**src/rtl/tdr_pkg.sv**
```systemverilog
// tdr_pkg: shared state type and default sizes for the TDR echo timer
package tdr_pkg;
  typedef enum logic [1:0] {IDLE, BLANK, ARMED, DONE} tdr_timer_state_t;
  localparam int TDR_CNT_W_DEFAULT = 16;
  localparam int TDR_MAX_WINDOW_DEFAULT = 4095;
endpackage

```
**src/rtl/bit_sync.sv**
```systemverilog
// bit_sync: STAGES-deep flop chain synchronizing an asynchronous bit into clk, sync active-high reset
module bit_sync #(
  parameter int STAGES = 2
) (
  input  logic clk,
  input  logic rst,
  input  logic d,
  output logic q
);
  logic [STAGES-1:0] sync_q, sync_d;
  always_comb sync_d = {sync_q[STAGES-2:0], d};
  always_ff @(posedge clk)
    if (rst) sync_q <= '0;
    else sync_q <= sync_d;
  assign q = sync_q[STAGES-1];
endmodule

```
**src/rtl/tdr_echo_timer.sv**
```systemverilog
// tdr_echo_timer: launch-to-first-echo-edge time-of-flight timer with blanking, timeout and valid/ready result; define TDR_ECHO_DEGLITCH_EN to require a 2-cycle echo
module tdr_echo_timer
  import tdr_pkg::*;
#(
  parameter int CNT_W        = TDR_CNT_W_DEFAULT,
  parameter int MAX_WINDOW   = TDR_MAX_WINDOW_DEFAULT,
  parameter int BLANK_CYCLES = 4,
  parameter int SYNC_STAGES  = 2
) (
  input  logic             clk,
  input  logic             rst,
  input  logic             pulse_in,
  input  logic             echo_in,
  output logic             busy,
  output logic             result_valid,
  input  logic             result_ready,
  output logic [CNT_W-1:0] tof_count,
  output logic             timeout,
  output logic             pulse_overrun
);
  localparam logic [CNT_W-1:0] BLANK_LAST = CNT_W'(BLANK_CYCLES - 1);
  localparam logic [CNT_W-1:0] MAX_CNT = CNT_W'(MAX_WINDOW);
  tdr_timer_state_t state_q, state_d;
  logic [CNT_W-1:0] cnt_q, cnt_d, tof_q, tof_d;
  logic timeout_q, timeout_d, busy_q, busy_d, valid_q, valid_d, overrun_q, overrun_d;
  logic sync_q, hist_q, hist_d, echo_edge;
  bit_sync #(.STAGES(SYNC_STAGES)) u_sync (.clk(clk), .rst(rst), .d(echo_in), .q(sync_q));
`ifdef TDR_ECHO_DEGLITCH_EN
  logic hist2_q, hist2_d;
  assign echo_edge = sync_q & hist_q & ~hist2_q;
`else
  assign echo_edge = sync_q & ~hist_q;
`endif
  always_comb begin
    state_d = state_q;
    cnt_d = cnt_q;
    tof_d = tof_q;
    timeout_d = timeout_q;
    hist_d = sync_q;
`ifdef TDR_ECHO_DEGLITCH_EN
    hist2_d = hist_q;
`endif
    overrun_d = pulse_in & (state_q != IDLE);
    case (state_q)
      IDLE: if (pulse_in) begin
        cnt_d = '0;
        state_d = BLANK;
      end
      BLANK: begin
        cnt_d = cnt_q + CNT_W'(1);
        state_d = (cnt_q == BLANK_LAST) ? ARMED : BLANK;
      end
      ARMED: begin
        cnt_d = cnt_q + CNT_W'(1);
        if (echo_edge) begin
          tof_d = cnt_q;
          timeout_d = 1'b0;
          state_d = DONE;
        end else if (cnt_q == MAX_CNT) begin
          tof_d = MAX_CNT;
          timeout_d = 1'b1;
          state_d = DONE;
        end
      end
      DONE: state_d = result_ready ? IDLE : DONE;
    endcase
    busy_d = state_d != IDLE;
    valid_d = state_d == DONE;
  end
  always_ff @(posedge clk)
    if (rst) begin
      state_q <= IDLE;
      cnt_q <= '0;
      tof_q <= '0;
      timeout_q <= 1'b0;
      busy_q <= 1'b0;
      valid_q <= 1'b0;
      overrun_q <= 1'b0;
      hist_q <= 1'b0;
`ifdef TDR_ECHO_DEGLITCH_EN
      hist2_q <= 1'b0;
`endif
    end else begin
      state_q <= state_d;
      cnt_q <= cnt_d;
      tof_q <= tof_d;
      timeout_q <= timeout_d;
      busy_q <= busy_d;
      valid_q <= valid_d;
      overrun_q <= overrun_d;
      hist_q <= hist_d;
`ifdef TDR_ECHO_DEGLITCH_EN
      hist2_q <= hist2_d;
`endif
    end
  assign busy = busy_q;
  assign result_valid = valid_q;
  assign tof_count = tof_q;
  assign timeout = timeout_q;
  assign pulse_overrun = overrun_q;
endmodule

```
**config.mk**
```make
export PLATFORM = sky130hd
export DESIGN_NAME = tdr_echo_timer
export DESIGN_NICKNAME = d
export VERILOG_FILES = /design/src/rtl/tdr_pkg.sv /design/src/rtl/bit_sync.sv /design/src/rtl/tdr_echo_timer.sv
export SDC_FILE = /design/constraint.sdc
export NUM_CORES = 1
export LEC_CHECK = 0
export CAP_MARGIN = 0
export CORE_MARGIN = 5
export CORE_UTILIZATION = 30
export DETAILED_ROUTE_END_ITERATION = 8
export GPL_ROUTABILITY_DRIVEN = 1
export REMOVE_ABC_BUFFERS = 1
export SETUP_SLACK_MARGIN = 0.05
export SYNTH_ARGS = -nofsm -noshare
export SYNTH_HDL_FRONTEND = slang
export SYNTH_SLANG_ARGS = --single-unit
```
**constraint.sdc**
```tcl
create_clock -name clk -period 2.5 [get_ports clk]
set_clock_uncertainty 0.2 [all_clocks]
set_input_delay 0.5 -clock clk [delete_from_list [all_inputs] [get_ports clk]]
set_output_delay 0.5 -clock clk [all_outputs]
set_load 0.02 [all_outputs]
```
# After elaboration in Yosys (flattened, before gate mapping)
# Index checks and enable logic that the tools add are counted.
# totals
latchBits,0
rom_bits,0
memories,0
output_inout_bits,20
inputBits,5
mem_bits_rw,0
elab_cells,40
regBits,41
# op_classes
shift,0
order_cmp,0
n_addsub,1
n_reduce_logical,8
eq_ne,7
div,0
multipliers,0
bitwise,3
muxes,12
# ops
cell,n
2-to-1 mux 16 bit,3
case mux 16 bit (2 select lines),1
adder 16 x 1 -> 16 bit (second input constant),1
== test 16 x 12 -> 1 bit (second input constant),1
== test 16 x 2 -> 1 bit (second input constant),1
2-to-1 mux 2 bit,5
case mux 2 bit (4 select lines),1
nonzero test 2 bit,4
== test 2 bit (second input constant),3
AND reduction 2 bit,2
bitwise AND 1 bit,2
== test 2 x 1 -> 1 bit (second input constant),1
logical NOT 2 bit,1
2-to-1 mux 1 bit,2
inequality test 2 bit (second input constant),1
OR reduction 2 bit,1
NOT 1 bit,1

# Depth between registers and ports, before layout
# Gate-level depths: netlist of the first run.
# logic_depth
ltp_word,5
depth_mapped,8
ltp_nobuf,7

# Hierarchy
# From an unflattened synthesis of the first run, not the netlist that was laid out.
# hier_totals
hier_cells,181
area_unflattened_um2,1824.2
# by_module_without_submodules
module,area_per_inst_um2,seq_area_each_um2,instances,cells_each
tdr_echo_timer,1771.7,780.7,1,177
bit_sync,52.6,40.0,1,4

# Worst setup path after synthesis of the first run
# OpenSTA, ideal clock, no wires.
# synth_timing
path_kind,reg2reg
from,register state_q[0]
to,register cnt_q[14]
path_buffers,0
slack_ns,0.451
period_less_slack_ns,2.049
setup_ns,0.128
required_ns,2.172
path_stages_with_launch,8
arrival_ns,1.722
cell_sequence,dfxtp_1 -> inv_1 -> ha_1 -> mux2i_2 -> nor3_1 -> nand4_1 -> xnor2_1 -> nor2_1
# synth_via
elab_chain_cells,4
elab_cells_between_ends,8
cone_classes,eq/ne (3); mux (1); reduce/logical (4)
# synth_rtl
item,line_no,rtl
start: declaration,tdr_echo_timer.sv:23,"tdr_timer_state_t state_q, state_d;"
start signal: assignment,tdr_echo_timer.sv:84,state_q <= state_d;
== test 2 bit / == test 2 x 1 -> 1 bit (equally long branches),tdr_echo_timer.sv:44,case (state_q)
OR reduction 2 bit (no line),n/a,
nonzero test 2 bit (no line),n/a,
AND reduction 2 bit (no line),n/a,
end signal: assignment,tdr_echo_timer.sv:85,cnt_q <= cnt_d;
end: declaration,tdr_echo_timer.sv:24,"logic [CNT_W-1:0] cnt_q, cnt_d, tof_q, tof_d;"
# Several ways; a longest one is shown, not always the timed one.
# A chain may end at the register's enable or synchronous reset.

# Worst setup path in the final report of the first run
# layout_timing
from,register state_q[0]
to,register cnt_q[15]
# The elaborated chain is that of the path after synthesis.

==> run_results.csv, run 1 <==
group,metric,value,unit
cells_and_area,final_cell_mix,"sky130_fd_sc_hd__dfxtp_1, sky130_fd_sc_hd__clkdlybuf4s50_1, sky130_fd_sc_hd__nor2_1, sky130_fd_sc_hd__nand2_1, sky130_fd_sc_hd__o221a_2",
floorplanning,die_area,0.00732,sq mm
power_and_ir_drop,internal_power,1.23,mW
setup_path,critical_path.slowest_cell,"sky130_fd_sc_hd__dfxtp_1",
placement,count_of_buffers_from_port_buffering,24,
cells_and_area,antenna-diode-count,0,
power_and_ir_drop,comb_power_share,25.8,%
cts,h-tree-depth,2,
floorplanning,row_count,27,
detailed_routing,drt_pass1_iterations,4,
detailed_routing,average_detailed_routed_wire_length_per_instance,13.1,um
sta,timing.final.setup_violations,0,
cts,cts_tree,"built",
detailed_routing,routed_wl,3.60,mm
worst_hold_path,hold_path_start,"u_sync.sync_q[0]",
synth,post_synth_instance_area,0.00171,sq mm
cts,post_cts.repair.setup_buffers,0,
cells_and_area,layout.cells.most_common,"sky130_fd_sc_hd__dfxtp_1",
setup_path,ff2ff_path_depth,7,
setup_path,worstSetupEndpointType,"flop",
synth,seq_area_frac_synth,48.0,%
grt,antenna_found_initial,0,
job,max_cap_viol_count,0,
power_and_ir_drop,clock_power_share,31.2,%
synth,synthDistinctLibCells,39,
synth,dominant_cells_by_area_after_synthesis,"sky130_fd_sc_hd__dfxtp_1, sky130_fd_sc_hd__o221a_2, sky130_fd_sc_hd__nor2_1",
setup_path,path_cells,"inv_1, ha_1, mux2i_2, nor3_4, nand3_1, or3_1, a21oi_1",
sta,period_minus_slack,2210,ps
synth,synth-main-ff-cell,"sky130_fd_sc_hd__dfxtp_1",
cts,cts_max_path_buffers,2,
sta,worstMarginPinSlew,383,ps
cells_and_area,area_delta_synth_final,26.2,%
sta,min_period_over_period,88.5,%
setup_path,crit_required,2530,ps
sta,slew_violations,0,
sta,clock.fmax,452,MHz
grt,grt_max_degree,18,
floorplanning,overall_die_height,85.5,um
grt,globalRouteOverflowTotal,0,
synth,synth-async-reset-ratio,0,%
synth,syn_avg_cell_area,9.95,sq um
placement,routabilityCongestion,0.764,
setup_path,cp.buffers_inverters,1,
worst_hold_path,worst_hold_path.num_cells,1,
detailed_routing,drc_errors,0,
setup_path,timing.critical_path.arrival,2250,ps
synth,synth_top_cell_by_area,"sky130_fd_sc_hd__dfxtp_1",
cts,clk_pin_slew_worst_paths,80,ps
setup_path,cp_num_cells,7,
power_and_ir_drop,p_per_area,814,mW/mm^2
worst_hold_path,hold_path_class,"flop to flop",
cts,cts_num_sinks,41,
cts,root_buffer,"sky130_fd_sc_hd__clkbuf_8",
placement,hpwl_after_dpl,2.56,mm
power_and_ir_drop,swShare,30.1,%
detailed_routing,antenna_left,0,
grt,grt_first_pass_wirelength,6.17,mm
floorplanning,ios,25,
synth,yosys_warning_total,0,
cts,worst_skew_pair.late_latency,290,ps
power_and_ir_drop,post-layout-total-power,1.76,mW
detailed_routing,detailroute.via_count,1339,
power_and_ir_drop,power.static_leakage,0.784,nW
synth,postSynthRegisterBits,41,
cells_and_area,layout.cells.non_filler,275,
cells_and_area,num-nets-final,212,
cells_and_area,drive_gt1_share,15.8,%
sta,worst_max_slew_margin_expressed_relative_to_the_limit,73.8,%
setup_path,critical_path_peak_fanout,6,
grt,vias_in_the_first_global_route,1286,
setup_path,cp_top_family,"simple AND/OR/NAND/NOR gates",
sta,grt_setup_unrepaired,"no",
setup_path,r2r-start,"state_q[0]",
cells_and_area,final_util,39.0,%
floorplanning,starting_density,30.9,%
power_and_ir_drop,power.ir.vdd_worst,0.643,mV
synth,netlist_instances,172,
setup_path,setup.worst_path.start_class,"flop",
power_and_ir_drop,pwr-share-seq,43.0,%
detailed_routing,first_iter_violations,53,
floorplanning,core-area,0.00554,sq mm
setup_path,critical_path.max_stage_delay,420,ps
power_and_ir_drop,power.switching,0.530,mW
setup_path,worst_setup_path_startpoint,"state_q[0]",
placement,dpl.cell_count,267,
synth,yosys.area.top_type_share,48.0,%
floorplanning,dieWidth,85.5,um
status,outcome,"completed",
synth,synth-edff-count,0,
setup_path,timing.setup.critical_path_class,"flop to flop",
grt,global_routing_usage_summed_across_all_routing_layers,10.6,%
detailed_routing,viasPerCell,4.87,
sta,hold_viol_final,0,
cts,cts-buffers-inserted,5,
[cell type report]
cell class,instances,area [sq um]
fillers,593,3380
flip-flops and latches,41,821
inverters,8,30.0
clock inverters,1,30.0
well taps,72,90.1
multi-input cells,115,811
clock buffers,7,86.3
repair buffers,31,293
[path summary, 6_finish.rpt]
| kind | end | slack, ps |
|---|---|---|
| worst max-delay path | cnt_q[15] | 290 |
| worst min-delay path | u_sync.sync_q[1] | 240 |
| worst max register to register | cnt_q[15] | 290 |
| worst min register to register | u_sync.sync_q[1] | 240 |
[through the flow]
step           hold WS [ps]  area [sq um]  setup WS [ps]  TNS [ps]
2_1_floorplan           214          1660            422         0
3_3_place_gp            217          2040           70.8         0
3_5_place_dp            234          2040          -16.5     -16.5
4_1_cts                 253          2160            140         0
5_1_grt                 264          2160           61.9         0
6_report                242          2160            286         0
[synth_stat cells, types with 2 or more instances]
cell type                  number
sky130_fd_sc_hd__o221a_2       12
sky130_fd_sc_hd__nor3_1         3
sky130_fd_sc_hd__nor2_1        21
sky130_fd_sc_hd__xor2_1         5
sky130_fd_sc_hd__nand2_1       13
sky130_fd_sc_hd__inv_1          7
sky130_fd_sc_hd__clkbuf_1       5
sky130_fd_sc_hd__or3_1          2
sky130_fd_sc_hd__ha_1           5
sky130_fd_sc_hd__and4_1         2
sky130_fd_sc_hd__nand4_1        2
sky130_fd_sc_hd__o32ai_1        5
sky130_fd_sc_hd__nand2b_1       2
sky130_fd_sc_hd__xnor2_1        6
sky130_fd_sc_hd__dfxtp_1       41
sky130_fd_sc_hd__nor2b_1        4
sky130_fd_sc_hd__and3_1         2
sky130_fd_sc_hd__o21ai_0        5
sky130_fd_sc_hd__a21oi_1        4
sky130_fd_sc_hd__nand3_1        6
sky130_fd_sc_hd__nor4_1         2
[registers in the layout, indices dropped and copies added (netlist names)]
| name | flops |
|---|---|
| cnt_q | 16 |
| tof_count | 16 |
| state_q | 2 |
| u_sync.sync_q | 2 |
| busy | 1 |
| hist_q | 1 |
| pulse_overrun | 1 |
| result_valid | 1 |
| timeout | 1 |
[routing by layer]
layer	vias to the layer above	GRT usage [%]	wire [um]
li1	678	-	-
met1	630	13.1	1730
met2	26	16.7	1610
met3	5	4.32	203
met4	0	3.45	53
met5	-	0	0
[power by group through the flow]
stage	sequential [mW]	combinational, mW	clock, mW
final	0.756	0.454	0.549
after global routing	0.766	0.517	0.603
after CTS	0.756	0.460	0.570
after detailed placement	0.770	0.456	0
after global placement	0.770	0.445	0
after floorplan	0.798	0.257	0
[repair_timing]
action / CTS / global route
gates resized for setup: 0 / 1
setup endpoints to repair: 0 / 2
hold buffers: 0 / 0
[kinds of logic after synthesis]
logic type,Yosys count,share of synthesized area [%]
AOI/OAI and AO/OA,31,15.6
DFF,41,48.0
buffers and inverters,16,4.97
xor gates and xnor gates,11,5.63
muxes,2,1.39
adders and majority gates,5,3.65
and+or+nand+nor,66,20.8
(Power assumes the default switching activity.)
==> run 2: changes to the inputs <==
clock period = 2.52 ns   (was 2.5 ns; I/O delays follow)
==> run 2 against run 1 <==
  * Sequential power decreased by 1%
  * Total power decreased by 6.7%
  * Non-clock buffer count unchanged
  * Via count decreased by 1.0%
  * Final cell count decreased by 0.36%
  * Die area unchanged
  * Largest power group unchanged
  * Combinational power decreased by 1%
  * First-iteration DRC count increased by 13%
==> run_results.csv, run 2 (synthesized netlist as in run 1, its figures left out) <==
group,metric,value,unit
status,outcome,"completed",
detailed_routing,viasPerCell,4.84,
grt,grt_first_pass_wirelength,5.99,mm
detailed_routing,routed_wl,3.53,mm
grt,grt_max_degree,18,
floorplanning,die_area,0.00732,sq mm
cells_and_area,final_cell_mix,"sky130_fd_sc_hd__dfxtp_1, sky130_fd_sc_hd__clkdlybuf4s50_1, sky130_fd_sc_hd__nor2_1, sky130_fd_sc_hd__nand2_1, sky130_fd_sc_hd__o221a_2",
cells_and_area,drive_gt1_share,15.8,%
cells_and_area,num-nets-final,212,
power_and_ir_drop,power.ir.vdd_worst,0.528,mV
cts,worst_skew_pair.late_latency,300,ps
setup_path,worstSetupEndpointType,"flop",
cells_and_area,area_delta_synth_final,24.7,%
sta,grt_setup_unrepaired,"no",
floorplanning,row_count,27,
cts,root_buffer,"sky130_fd_sc_hd__clkbuf_8",
cells_and_area,layout.cells.most_common,"sky130_fd_sc_hd__dfxtp_1",
worst_hold_path,hold_path_start,"u_sync.sync_q[0]",
detailed_routing,drt_pass1_iterations,4,
setup_path,crit_required,2560,ps
power_and_ir_drop,internal_power,1.11,mW
placement,dpl.cell_count,267,
cells_and_area,final.fill_count,572,
setup_path,path_cells,"inv_1, ha_1, mux2i_2, nor3_4, nand3_1, or3_1, a21oi_1",
sta,setup_tns,0,ps
grt,global_routing_usage_summed_across_all_routing_layers,10.4,%
sta,hold_viol_final,0,
cts,cts.hold.buffers_added,0,
setup_path,critical_path_peak_fanout,6,
placement,detailedPlace.worstSlack,3.75,ps
detailed_routing,drc_errors,0,
sta,timing.final.setup_violations,0,
floorplanning,ios,25,
power_and_ir_drop,power.static_leakage,0.769,nW
setup_path,timing.critical_path.arrival,2240,ps
grt,vias_in_the_first_global_route,1227,
sta,worst_max_slew_margin_expressed_relative_to_the_limit,74.1,%
sta,fin_ws,312,ps
power_and_ir_drop,clock_power_share,27.1,%
worst_hold_path,hold_path_class,"flop to flop",
cells_and_area,antenna-diode-count,0,
cells_and_area,layout.cells.non_filler,274,
floorplanning,core-area,0.00554,sq mm
power_and_ir_drop,p_per_area,769,mW/mm^2
power_and_ir_drop,power.switching,0.528,mW
setup_path,r2r-start,"state_q[0]",
detailed_routing,average_detailed_routed_wire_length_per_instance,12.9,um
cts,cts_tree,"built",
detailed_routing,first_iter_violations,60,
power_and_ir_drop,pwr-share-seq,45.6,%
cts,clk_pin_slew_worst_paths,80,ps
detailed_routing,detailroute.via_count,1325,
setup_path,critical_path.slowest_cell,"sky130_fd_sc_hd__dfxtp_1",
power_and_ir_drop,swShare,32.2,%
placement,count_of_buffers_from_port_buffering,24,
detailed_routing,antenna_left,0,
cts,cts_max_path_buffers,2,
grt,globalRouteOverflowTotal,0,
cts,cts_resized,0,
setup_path,setup.worst_path.start_class,"flop",
floorplanning,starting_density,30.9,%
sta,clock.fmax,453,MHz
sta,min_period_over_period,87.6,%
setup_path,cp_top_family,"simple AND/OR/NAND/NOR gates",
setup_path,cp.buffers_inverters,1,
job,max_cap_viol_count,0,
placement,hpwl_after_dpl,2.54,mm
power_and_ir_drop,comb_power_share,27.3,%
cts,post_cts.repair.setup_buffers,0,
cts,h-tree-depth,2,
placement,routabilityCongestion,0.763,
sta,slew_violations,0,
floorplanning,overall_die_height,85.5,um
floorplanning,dieWidth,85.5,um
setup_path,worst_setup_path_startpoint,"state_q[0]",
setup_path,timing.setup.critical_path_class,"flop to flop",
sta,period_minus_slack,2210,ps
cells_and_area,final_util,38.5,%
setup_path,critical_path.max_stage_delay,420,ps
cts,cts_num_sinks,41,
grt,antenna_found_initial,0,
cts,cts-buffers-inserted,5,
sta,worstMarginPinSlew,387,ps
==> run 2: changes by cell type in the layout (fill, tap and decap cells not counted) <==
cell	previous run	this run
sky130_fd_sc_hd__bufinv_16	1	0
sky130_fd_sc_hd__clkbuf_1	1	0
sky130_fd_sc_hd__clkinvlp_4	0	1
==> run 2: path summary, 6_finish.rpt <==
check / end / slack (ps) / depth (start not counted)
max: cnt_q[15] / 310 / 7
min: u_sync.sync_q[1] / 250 / 1
max reg2reg: cnt_q[15] / 310 / 7
min reg2reg: u_sync.sync_q[1] / 250 / 1
==> run 2: layer usage <==
metal	global-route usage, %	share of wire (%)	vias up	wire (um)
met2	16.2	45	21	1600
met4	5.61	2.3	0	82
met1	12.7	48	621	1680
met3	3.36	4.7	8	166
met5	0	0	-	0
li1	-	-	675	-
==> run 2: per-stage QoR <==
stage          total power, mW  instance area, sq um  hold WS (ps)
6_report                  1.64                  2130           249
3_5_place_dp              1.21                  2040           234
3_3_place_gp              1.21                  2040           217
4_1_cts                   1.66                  2130           254
5_1_grt                   1.75                  2130           270
2_1_floorplan             1.05                  1660           214
==> run 2: power groups by stage <==
stage | Combinational (mW) | Clock, mW | Sequential (mW)
floorplan | 0.255 | 0 | 0.791
global placement | 0.442 | 0 | 0.764
detailed placement | 0.449 | 0 | 0.764
CTS | 0.452 | 0.463 | 0.748
global route | 0.499 | 0.491 | 0.758
finish | 0.448 | 0.444 | 0.748
==> run 2: layout make-up <==
cell class / instances / area [sq um] / area share [%]
flip-flops and latches: 41 / 821 / 38.5
repair buffers: 31 / 293 / 13.7
multi-input cells: 115 / 811 / 38.0
clock inverters: 1 / 7.51 / 0.352
inverters: 8 / 30.0 / 1.41
clock buffers: 6 / 82.6 / 3.87
well taps: 72 / 90.1 / 4.22
